--- config.mk ---
export PLATFORM = sky130hd
export DESIGN_NAME = debounce_scheduler
export DESIGN_NICKNAME = d
export VERILOG_FILES = /design/src/rtl/debounce_pkg.sv /design/src/rtl/debounce_timer.sv /design/src/rtl/debounce_scheduler.sv
export SDC_FILE = /design/constraint.sdc
export NUM_CORES = 1
export LEC_CHECK = 0
export CORE_ASPECT_RATIO = 1.2
export CORE_MARGIN = 2
export CORE_UTILIZATION = 31
export DETAILED_ROUTE_END_ITERATION = 16
export HOLD_SLACK_MARGIN = 0.02
export PLACE_DENSITY = 0.54
export SLEW_MARGIN = 5
export SYNTH_ARGS = -nofsm -noshare
export SYNTH_HDL_FRONTEND = slang
export SYNTH_SLANG_ARGS = --single-unit
--- constraint.sdc ---
create_clock -name clk_i -period 4.7 [get_ports clk_i]
set_input_delay 1.175 -clock clk_i [delete_from_list [all_inputs] [get_ports clk_i]]
set_output_delay 1.175 -clock clk_i [all_outputs]
set_load 0.02 [all_outputs]
--- src/rtl/debounce_pkg.sv ---
// Shared definitions for the shared-timer debounce scheduler.
// State encoding and the default stable-cycle count live here.
package debounce_pkg;

    typedef enum logic [1:0] {
        IDLE   = 2'd0,
        TIMING = 2'd1,
        COMMIT = 2'd2
    } state_e;

    localparam int unsigned DEFAULT_COUNT = 2000000;

endpackage

--- src/rtl/debounce_timer.sv ---
// Up-counter shared by all channels; done flags the last stable cycle.
// Saturates at COUNT-1 so the count can never run past the done value.
module debounce_timer
    import debounce_pkg::*;
#(
    parameter int unsigned COUNT = DEFAULT_COUNT
) (
    input  logic clk_i,
    input  logic rst_ni,
    input  logic clear_i,
    input  logic en_i,
    output logic done_o
);

    localparam int unsigned TW = (COUNT > 1) ? $clog2(COUNT) : 1;
    localparam logic [TW-1:0] LAST = TW'(COUNT - 1);

    logic [TW-1:0] count_q, count_d;

    always_comb begin
        count_d = count_q;
        if (clear_i) begin
            count_d = '0;
        end else if (en_i && (count_q != LAST)) begin
            count_d = count_q + TW'(1);
        end
    end

    always_ff @(posedge clk_i or negedge rst_ni) begin
        if (!rst_ni) begin
            count_q <= '0;
        end else begin
            count_q <= count_d;
        end
    end

    assign done_o = (count_q == LAST);

endmodule

--- src/rtl/debounce_scheduler.sv ---
// N-channel debouncer sharing one timer, granted round-robin to channels
// whose synchronized input disagrees with their committed level.
module debounce_scheduler
    import debounce_pkg::*;
#(
    parameter int unsigned N     = 4,
    parameter int unsigned COUNT = DEFAULT_COUNT,
    localparam int unsigned AW   = (N > 1) ? $clog2(N) : 1
) (
    input  logic          clk_i,
    input  logic          rst_ni,
    input  logic [N-1:0]  noisy_i,
    output logic [N-1:0]  debounced_o,
    output logic [N-1:0]  rise_o,
    output logic [N-1:0]  fall_o,
    output logic          busy_o,
    output logic [AW-1:0] active_ch_o
);

    state_e        state_q, state_d;
    logic [N-1:0]  sync1_q, sync2_q;
    logic [N-1:0]  debounced_q, debounced_d;
    logic [N-1:0]  rise_q, rise_d;
    logic [N-1:0]  fall_q, fall_d;
    logic [AW-1:0] ptr_q, ptr_d;
    logic [AW-1:0] activeCh_q, activeCh_d;
    logic          target_q, target_d;
    logic [AW:0]   pick;
    logic [AW-1:0] nextPtr;
    logic          timerClear, timerEn, timerDone;

    // Returns {found, index}; scanning offsets downward lets the smallest
    // cyclic distance from ptr win.
    function automatic logic [AW:0] rrPick(input logic [N-1:0] req,
                                           input logic [AW-1:0] ptr);
        logic [AW:0] res;
        int          idx;
        res = '0;
        for (int k = int'(N) - 1; k >= 0; k--) begin
            idx = int'(ptr) + k;
            if (idx >= int'(N)) idx = idx - int'(N);
            if (req[idx]) res = {1'b1, AW'(idx)};
        end
        return res;
    endfunction

    assign pick    = rrPick(sync2_q ^ debounced_q, ptr_q);
    assign nextPtr = (activeCh_q == AW'(N - 1)) ? '0 : activeCh_q + AW'(1);

    debounce_timer #(.COUNT(COUNT)) u_timer (
        .clk_i   (clk_i),
        .rst_ni  (rst_ni),
        .clear_i (timerClear),
        .en_i    (timerEn),
        .done_o  (timerDone)
    );

    always_comb begin
        state_d     = state_q;
        ptr_d       = ptr_q;
        activeCh_d  = activeCh_q;
        target_d    = target_q;
        debounced_d = debounced_q;
        rise_d      = '0;
        fall_d      = '0;
        timerClear  = 1'b0;
        timerEn     = 1'b0;
        case (state_q)
            IDLE: begin
                if (pick[AW]) begin
                    activeCh_d = pick[AW-1:0];
                    target_d   = sync2_q[pick[AW-1:0]];
                    timerClear = 1'b1;
                    state_d    = TIMING;
                end
            end
            TIMING: begin
                // Stability is checked before done so a revert on the last cycle aborts.
                if (sync2_q[activeCh_q] != target_q) begin
                    ptr_d   = nextPtr;
                    state_d = IDLE;
                end else if (timerDone) begin
                    state_d = COMMIT;
                end else begin
                    timerEn = 1'b1;
                end
            end
            COMMIT: begin
                debounced_d[activeCh_q] = target_q;
                rise_d[activeCh_q]      = target_q;
                fall_d[activeCh_q]      = ~target_q;
                ptr_d                   = nextPtr;
                state_d                 = IDLE;
            end
            default: state_d = IDLE;
        endcase
    end

    always_ff @(posedge clk_i or negedge rst_ni) begin
        if (!rst_ni) begin
            state_q     <= IDLE;
            sync1_q     <= '0;
            sync2_q     <= '0;
            debounced_q <= '0;
            rise_q      <= '0;
            fall_q      <= '0;
            ptr_q       <= '0;
            activeCh_q  <= '0;
            target_q    <= 1'b0;
        end else begin
            state_q     <= state_d;
            sync1_q     <= noisy_i;
            sync2_q     <= sync1_q;
            debounced_q <= debounced_d;
            rise_q      <= rise_d;
            fall_q      <= fall_d;
            ptr_q       <= ptr_d;
            activeCh_q  <= activeCh_d;
            target_q    <= target_d;
        end
    end

    assign debounced_o = debounced_q;
    assign rise_o      = rise_q;
    assign fall_o      = fall_q;
    assign busy_o      = (state_q == TIMING) || (state_q == COMMIT);
    assign active_ch_o = activeCh_q;

endmodule
==> flow_metrics.env <==
export IMPL_fp_row_count=34
export IMPL_hold_buffers=0
export IMPL_postSynthCellCount=221
export IMPL_initial_utilization=0.322
export IMPL_cts_root_buf="clkbuf_8"
export IMPL_final_core_util=0.369
export IMPL_power_mw=1.11
export IMPL_avgSynthCellArea_sq_um=10.6
export IMPL_finalCritPeriodShare=0.601
export IMPL_clk_pin_slew_worst_paths_ps=90
export IMPL_antenna_cells=0
export IMPL_clk_path_buf_depth=2
export IMPL_max_slew_margin=0.291
export IMPL_grt_pass1_vias=1714
export IMPL_yosysWarnings=0
export IMPL_syn_nets=235
export IMPL_cp_slowest_cell="clkdlybuf4s50_1"
export IMPL_grt_max_degree=49
export IMPL_remaining_drc_errors=0
export IMPL_postCtsSetupBuffers=0
export IMPL_worst_pin_slew_ps=1060
export IMPL_clk_latency_ps=300
export IMPL_cts_buffers=5
export IMPL_synthFlopType="dfrtp_1"
export IMPL_finalNetCount=255
export IMPL_antenna_left=0
export IMPL_drive_gt1_frac=0.0747
export IMPL_path_buf_inv=2
export IMPL_period_minus_slack_ps=2830
export IMPL_slowest_delay_ps=600
export IMPL_die_area_sq_um=8280
export IMPL_grt_pass1_wl_um=8240
export IMPL_cts_sinks=48
export IMPL_via_count=1749
export IMPL_dpl_cell_area_sq_um=2610
export IMPL_rsz0062_at_grt="no"
export IMPL_drtIter0Drc=88
export IMPL_ys_types=45
export IMPL_vdd_ir_drop_max_uv=147
export IMPL_dr_pass1_iters=4
export IMPL_core_sq_um=7270
export IMPL_synth_edff_count=0
export IMPL_wl_um=4690
export IMPL_p_leak_nw=1.13
export IMPL_area_delta_synth_final_pct=14.6
export IMPL_maxCapViolCount=0
export IMPL_h_tree_depth=2
export IMPL_ys_async_sr_fraction=1.00
export IMPL_path_cells="inv_1, ha_1, clkdlybuf4s50_1"
export IMPL_track_usage=0.124
export IMPL_setup_viol=0
export IMPL_startpoint_type="flop"
export IMPL_crit_required_ps=3520
export IMPL_slew_violations=0
export IMPL_synth_area_sq_um=2340
export IMPL_pin_count=21
export IMPL_design_area_sq_um=2690
export IMPL_end_kind="output pin"
export IMPL_n_fill_cell=712
export IMPL_die_h_um=99.3
export IMPL_pwr_density_cell_nw_per_um2=412
export IMPL_ys_ff_latch=48
export IMPL_die_x_um=83.4
export IMPL_cts_tree="done"
export IMPL_finalClockSkew_ps=11.0
export IMPL_grt_overflow_total=0
export IMPL_hold_class="flop to flop"
export IMPL_hpwl_um=3240
export IMPL_clock_fmax_ghz=0.354
export IMPL_hold_viol=0
export IMPL_status="complete, no violations"
export IMPL_seq_area_frac_synth=0.512
export IMPL_routedWlPerCell_um=14.2
export IMPL_critPathArrivalTime_ps=1650
export IMPL_io_buffer_count=20
export IMPL_grt_antenna_before_repair=0
export IMPL_path_class="flop to output pin"
export IMPL_routabilityCongestion=0.762
export IMPL_critPathTopFamily="buffers and inverters"
export IMPL_path_max_fanout=3
export IMPL_cts_resized=0
export IMPL_vias_per_cell=5.28
export IMPL_setup_tns_ps=0
cells in the mapped netlist, types with 2 or more instances:
master / instances / area (sq um)
ha_1: 8 / 100
nor4_1: 2 / 12.5
nand2b_1: 2 / 12.5
nor2b_1: 2 / 12.5
xor2_1: 6 / 52.6
nor2_1: 11 / 41.3
o31ai_1: 8 / 60.1
nand2_1: 20 / 75.1
and3_1: 4 / 25.0
nand3_1: 4 / 20.0
clkbuf_1: 3 / 11.3
mux2_2: 2 / 22.5
or4_1: 10 / 75.1
a21o_1: 4 / 30.0
dfrtp_1: 48 / 1200
nand4_1: 5 / 31.3
mux2i_1: 3 / 30.0
buf_6: 3 / 33.8
or3_1: 10 / 62.6
a21oi_1: 22 / 110
and2_1: 3 / 18.8
o21ai_1: 5 / 25.0
o21ai_0: 6 / 30.0
inv_1: 9 / 33.8
worst paths after layout:
check,end,slack (ps),cells past startpoint,from
min,sync2_q[1],350,0,sync1_q[1]
max,busy_o,1870,3,state_q[0]
max in group asynchronous,u_timer.count_q[6],2980,1,rst_ni
max reg2reg,u_timer.count_q[15],2140,5,active_ch_o[0]
min in group asynchronous,active_ch_o[0],1070,1,rst_ni
min reg2reg,sync2_q[1],350,0,sync1_q[1]
sequential cells by signal, summed over array words and instances, names as in the netlist:
name,cells
active_ch_o,2
debounced_o,4
fall_o,4
ptr_q,2
rise_o,4
state_q,2
sync1_q,4
sync2_q,4
target_q,1
u_timer.count_q,21
layout by cell type, fill, tap and decap left out, types with 2 or more instances in the layout:
cell type,n
clkdlybuf4s50_1,19
nand2_1,20
dfrtp_1,48
and3_1,4
nor2_1,10
xor2_1,6
inv_1,9
or3_1,10
nand2b_1,2
a21oi_1,22
ha_1,8
nor4_1,2
nand3_1,4
nand4_1,5
and2_1,3
clkbuf_8,5
a21o_1,4
mux2_2,2
or4_1,10
o21ai_1,5
mux2i_1,3
o31ai_1,8
nor2b_1,2
o21ai_0,6
routing by layer:
metal	vias up	global-route usage	part of all wire
met2	29	0.205	0.49
met1	865	0.159	0.47
met3	7	0.0274	0.028
met4	0	0.0454	0.019
met5	-	0	0
li1	848	-	-
per-stage QoR:
stage,std cells,setup slack (ps),hold WS [ps]
floorplan,221,2460,331
global route,331,1810,374
CTS,331,1870,355
detailed placement,324,2160,335
finish,331,1870,352
global placement,324,2200,332
layout make-up:
class                      count  area, sq um  share of cell area
multi-input combinational    157         1060               0.395
timing repair buffer          20          195              0.0727
sequential                    48         1200               0.447
tap                           90          113              0.0419
clock inverter                 2         12.5             0.00466
inverter                       9         33.8              0.0126
clock buffer                   5         68.8              0.0256
cells by family (layout without fill, tap and decap cells):
group | after synthesis | count (layout) | share of synthesized area
simple gates | 79 | 79 | 0.189
buf+inv | 16 | 36 | 0.0357
compound gates | 56 | 56 | 0.155
flops | 48 | 48 | 0.512
fa+ha+maj | 8 | 8 | 0.0427
xor+xnor | 8 | 8 | 0.0331
mux | 6 | 6 | 0.0320
report_power, final:
part | leakage, nW | switching (mW) | internal [mW]
registers | 0.639 | 0.0549 | 0.451
logic | 0.452 | 0.222 | 0.141
clock network | 0.0400 | 0.136 | 0.101
(Power assumes the default switching activity.)
==> variant 1 (same settings) <==
Encoding of `state_e`: now one-hot (3 bits for 3 states).
--- a/src/rtl/debounce_pkg.sv
+++ b/src/rtl/debounce_pkg.sv
@@ -2,10 +2,10 @@
 // State encoding and the default stable-cycle count live here.
 package debounce_pkg;
 
-    typedef enum logic [1:0] {
-        IDLE   = 2'd0,
-        TIMING = 2'd1,
-        COMMIT = 2'd2
+    typedef enum logic [2:0] {
+        IDLE   = 3'b001,
+        TIMING = 3'b010,
+        COMMIT = 3'b100
     } state_e;
 
     localparam int unsigned DEFAULT_COUNT = 2000000;
Function: same outputs for any inputs over 10 cycles, from zero or initial values and one cycle with rst_ni low; not proved beyond that.
==> variant 1 against the original RTL <==
- non-clock buffer count up 2
- routed wire length up 7.1%
- worst setup slack worse by 0.042 ns
- area after synthesis up 1.5%
- maximum frequency down 1.5%
- sequential cell count up 1
- design area up 3.2%
- via count up 4.4%
- critical path depth unchanged
- total power up 1.2%
- hold slack better by 0.0050 ns
- critical path type unchanged
- largest cell class unchanged
==> variant 1: results (changes against the original RTL) <==
stage;metric;value;unit;change
detailed_routing;drtIter0Drc;101;;+15%
global_routing;grt_max_degree;50;;+2.0%
cells_and_area;clockNetworkAreaShare;0.03386;;+0.003585
cells_and_area;signal_buffers;22;;+10%
cells_and_area;final_cells;344;;+3.9%
logic_synthesis;synth_adder_area_share;0.02627;;-0.01642
power;irDropWorstVdd;0.1685;mV;+14%
logic_synthesis;synth.avg_cell_area;10.40;um^2;-2.0%
placed_design;detailed_place_hpwl;3348;um;+3.4%
power;p_leak;1.198;nW;+5.9%
cells_and_area;regMostFlops;u_timer.count_q;;
cells_and_area;sh_seq_area;0.4429;;-0.004244
placed_design;placed_area;0.002678;mm^2;+2.8%
detailed_routing;dr.pass1.iters;4;;unchanged
detailed_routing;wirelength_met1;2334;um;+7.0%
logic_synthesis;netlist_top_cells_count;dfrtp_1, nand2_1, nand3_1;;
placed_design;numPortBuffers;20;;unchanged
clocking;cts_sinks;49;;+2.1%
cells_and_area;synthToLayoutAreaGrowth;16.40;%;
logic_synthesis;synth.distinct_cells;42;;-6.7%
cells_and_area;fillers;752;;+5.6%
global_routing;grt_use_met2;0.2049;;+0.0002084
detailed_routing;route.met3.wl;134;um;+3.1%
logic_synthesis;muxShareOfSynthArea;0.06096;;+0.02894
setup_path;critPathMaxStageDelay;0.62;ns;+0.02 ns
detailed_routing;wl_met2;2473;um;+8.2%
logic_synthesis;yosysSeqAreaShare;0.5155;;+0.003229
cells_and_area;drive_gt1_frac;0.07937;;+0.004676
global_routing;grt_pass1_wl;8424;um;+2.3%
outcome;status;finished clean;;
global_routing;antenna_found_initial;0;;unchanged
floorplan;die_w;84.01;um;+0.74%
logic_synthesis;synth_compound_area_frac;0.1098;;-0.04546
cells_and_area;multi_input_comb_area;0.001110;mm^2;+4.5%
global_routing;grt_pass1_vias;1722;;+0.47%
setup_path;critPathTopFamily;buffers and inverters;;
logic_synthesis;async_flop_share;1.000;;unchanged
cells_and_area;multi_input_gates;169;;+7.6%
setup_path;worst-path-max-fanout;4;;+1
detailed_routing;via_per_inst;5.308;;+0.46%
cells_and_area;final_net_count;262;;+2.7%
placed_design;place_ws;2.174;ns;+0.01221 ns
global_routing;met1_usage;0.1586;;-0.0005600
global_routing;met3_usage;0.03125;;+0.003864
timing;clock_skew;0.009763;ns;-0.001200 ns
cells_and_area;diodes;0;;unchanged
logic_synthesis;synth-xor-area-share;0.02943;;-0.003657
setup_path;cp.arrival;1.69;ns;+0.04 ns
logic_synthesis;synthTopCellsByArea;dfrtp_1, nand2_1, mux2i_1;;
timing;worst_pin_slew;1.254;ns;+0.1908 ns
logic_synthesis;syn-num-nets;240;;+2.1%
placed_design;gp_congestion;0.7808;;+2.4%
detailed_routing;post_drt_wl_per_cell;14.59;um;+3.0%
timing;finalSetupViolations;0;;unchanged
cells_and_area;buf_share;0.07585;;+0.003187
global_routing;grt.total_usage;0.1250;;+0.001367
clocking;cts_setup_buffers;0;;unchanged
cells_and_area;n_all_inverters;4;;-5
-- variant 1: cell count changes in the layout (fill, tap and decap cells not counted), sizes merged, moves of 5 or more --
| cell | unedited run | this run |
|---|---|---|
| or3 | 12 | 2 |
| nand2b | 2 | 10 |
| mux2i | 3 | 10 |
| nand2 | 20 | 27 |
| nor3 | 0 | 5 |
| nand3 | 4 | 14 |
| o21ai | 11 | 5 |
| a21oi | 22 | 12 |
-- variant 1: power breakdown --
group / internal [mW] / switching [mW]
combinational: 0.135 / 0.205
sequential: 0.463 / 0.0524
clock: 0.108 / 0.155
-- variant 1: final timing paths --
path	slack, ns	from	cells past startpoint	to
max in group asynchronous	3.31	rst_ni	2	u_timer.count_q[11]
worst min-delay path	0.36	sync1_q[0]	0	sync2_q[0]
min in group asynchronous	0.95	rst_ni	2	u_timer.count_q[6]
worst max register to register	2.24	u_timer.count_q[13]	5	u_timer.count_q[11]
worst max-delay path	1.83	state_q[2]	3	busy_o
worst min register to register	0.36	sync1_q[0]	0	sync2_q[0]
==> variant 2 (same flow settings) <==
Made on the original files. Set the parameter `N` to 8 (it was 4).
--- a/src/rtl/debounce_scheduler.sv
+++ b/src/rtl/debounce_scheduler.sv
@@ -3,7 +3,7 @@
 module debounce_scheduler
     import debounce_pkg::*;
 #(
-    parameter int unsigned N     = 4,
+    parameter int unsigned N     = 8,
     parameter int unsigned COUNT = DEFAULT_COUNT,
     localparam int unsigned AW   = (N > 1) ? $clog2(N) : 1
 ) (
Ports: changed (5 resized); port bits go from 21 to 38. No check against the original RTL was run, so the function may have changed too.
==> variant 2 against the original RTL <==
- via count up 75%
- sequential cell count is 22 higher
- worst setup slack lost 0.63 ns
- clock power grew to 3.1 times the old value
- sequential power up 68%
- design area up 83%
- critical endpoint is now target_q
- area after synthesis rose by 74%
- routed wire length increased by 110%
- total power increased to 3.5 times the old value
- sequential share of layout area decreased by 9.0 points
==> variant 2: results (changes against the original RTL) <==
stage;metric;value;unit;change
power;p_leak;2.019;nW;+78%
power;irDropWorstVdd;0.3271;mV;+120%
clocking;clk_latency;0.33;ns;+0.03 ns
placed_design;gp_congestion;0.8339;;+9.4%
global_routing;grt_pass1_vias;3057;;+78%
logic_synthesis;syn-num-nets;391;;+66%
clocking;cts.clk_slew.worst_paths;0.05;ns;-0.04 ns
logic_synthesis;syn-instance-count;373;;+69%
global_routing;grt_pass1_wl;16060;um;+95%
global_routing;grt_max_degree;41;;-16%
logic_synthesis;synthTopCellsByArea;dfrtp_1, mux4_2, mux2i_1;;
logic_synthesis;synth-xor-area-share;0.08592;;+0.05283
timing;clock_skew;0.007710;ns;-0.003253 ns
setup_path;slowest_stage;mux4_2;;
logic_synthesis;synth_compound_area_frac;0.1215;;-0.03377
setup_path;critPathTopFamily;multiplexers;;
placed_design;place_ws;1.273;ns;-0.8886 ns
cells_and_area;drive_gt1_frac;0.1162;;+0.04153
outcome;status;finished clean;;
detailed_routing;num_vias;3056;;+75%
setup_path;cp.arrival;3.72;ns;+2.07 ns
clocking;clockBufferDepth;2;;unchanged
cells_and_area;final_net_count;427;;+67%
cells_and_area;final_cells;577;;+74%
logic_synthesis;synth.distinct_cells;63;;+40%
logic_synthesis;netlist_top_cells_count;dfrtp_1, nor2_1, mux2i_1, nand2_1, xor2_1;;
logic_synthesis;synth_adder_area_share;0.02455;;-0.01814
placed_design;numPortBuffers;37;;+85%
timing;relSlewSlack;0.5324;;+0.2412
logic_synthesis;muxShareOfSynthArea;0.1663;;+0.1343
clocking;cts_root_buf;clkbuf_16;;
placed_design;dp_cells;562;;+73%
global_routing;grt.total_usage;0.1499;;+0.02630
clocking;htreeDepth;3;;+1
setup_path;worst-path-max-fanout;18;;+15
detailed_routing;drtIter0Drc;137;;+56%
logic_synthesis;yosysSeqAreaShare;0.4296;;-0.08269
detailed_routing;wl;9739;um;+110%
variant 2: changes by cell type after synthesis, sizes merged, moves of 7 or more:
cell,delta
xnor2,+15
nor3,+8
mux4,+16
nor2,+41
o31ai,-7
a21oi,-12
xor2,+17
dfrtp,+22
or3,-12
or4,-10
mux2i,+22
o21ai,+10
variant 2: routing by layer:
layer,GRT usage,part of all wire,vias to the layer above
met5,0,0,-
met1,0.1848,0.42,1532
met3,0.02918,0.036,22
met2,0.2460,0.50,71
li1,-,-,1431
met4,0.08296,0.039,0
variant 2: final cells by class:
| type | count | area [um^2] |
|---|---|---|
| well taps | 164 | 205.2 |
| multi-input cells | 278 | 2190 |
| clock buffers | 10 | 239.0 |
| flip-flops and latches | 70 | 1752 |
| repair buffers | 42 | 402.9 |
| inverters | 8 | 35.03 |
| fillers | 1286 | 7818 |
| clock inverters | 5 | 83.83 |
variant 2: through the flow:
stage	area, um^2	hold WS, ns
finish	4907	0.3493
global route	4907	0.3558
CTS	4907	0.3496
detailed placement	4584	0.3373
global placement	4584	0.3379
floorplan	4078	0.3312
variant 2: path summary, 6_finish.rpt:
kind,startpoint,to,slack [ns],cells past startpoint
worst max-delay path,ptr_q[0],target_q,1.24,8
worst min-delay path,sync1_q[2],sync2_q[2],0.35,0
worst max register to register,ptr_q[0],target_q,1.24,8
worst min register to register,sync1_q[2],sync2_q[2],0.35,0
max in group asynchronous,rst_ni,debounced_o[1],2.89,2
min in group asynchronous,rst_ni,fall_o[4],0.87,1
variant 2: where the power goes:
| group | internal [mW] | switching, mW | total [mW] |
|---|---|---|---|
| clock | 0.476 | 0.247 | 0.723 |
| combinational | 1.01 | 1.25 | 2.26 |
| sequential | 0.694 | 0.158 | 0.852 |
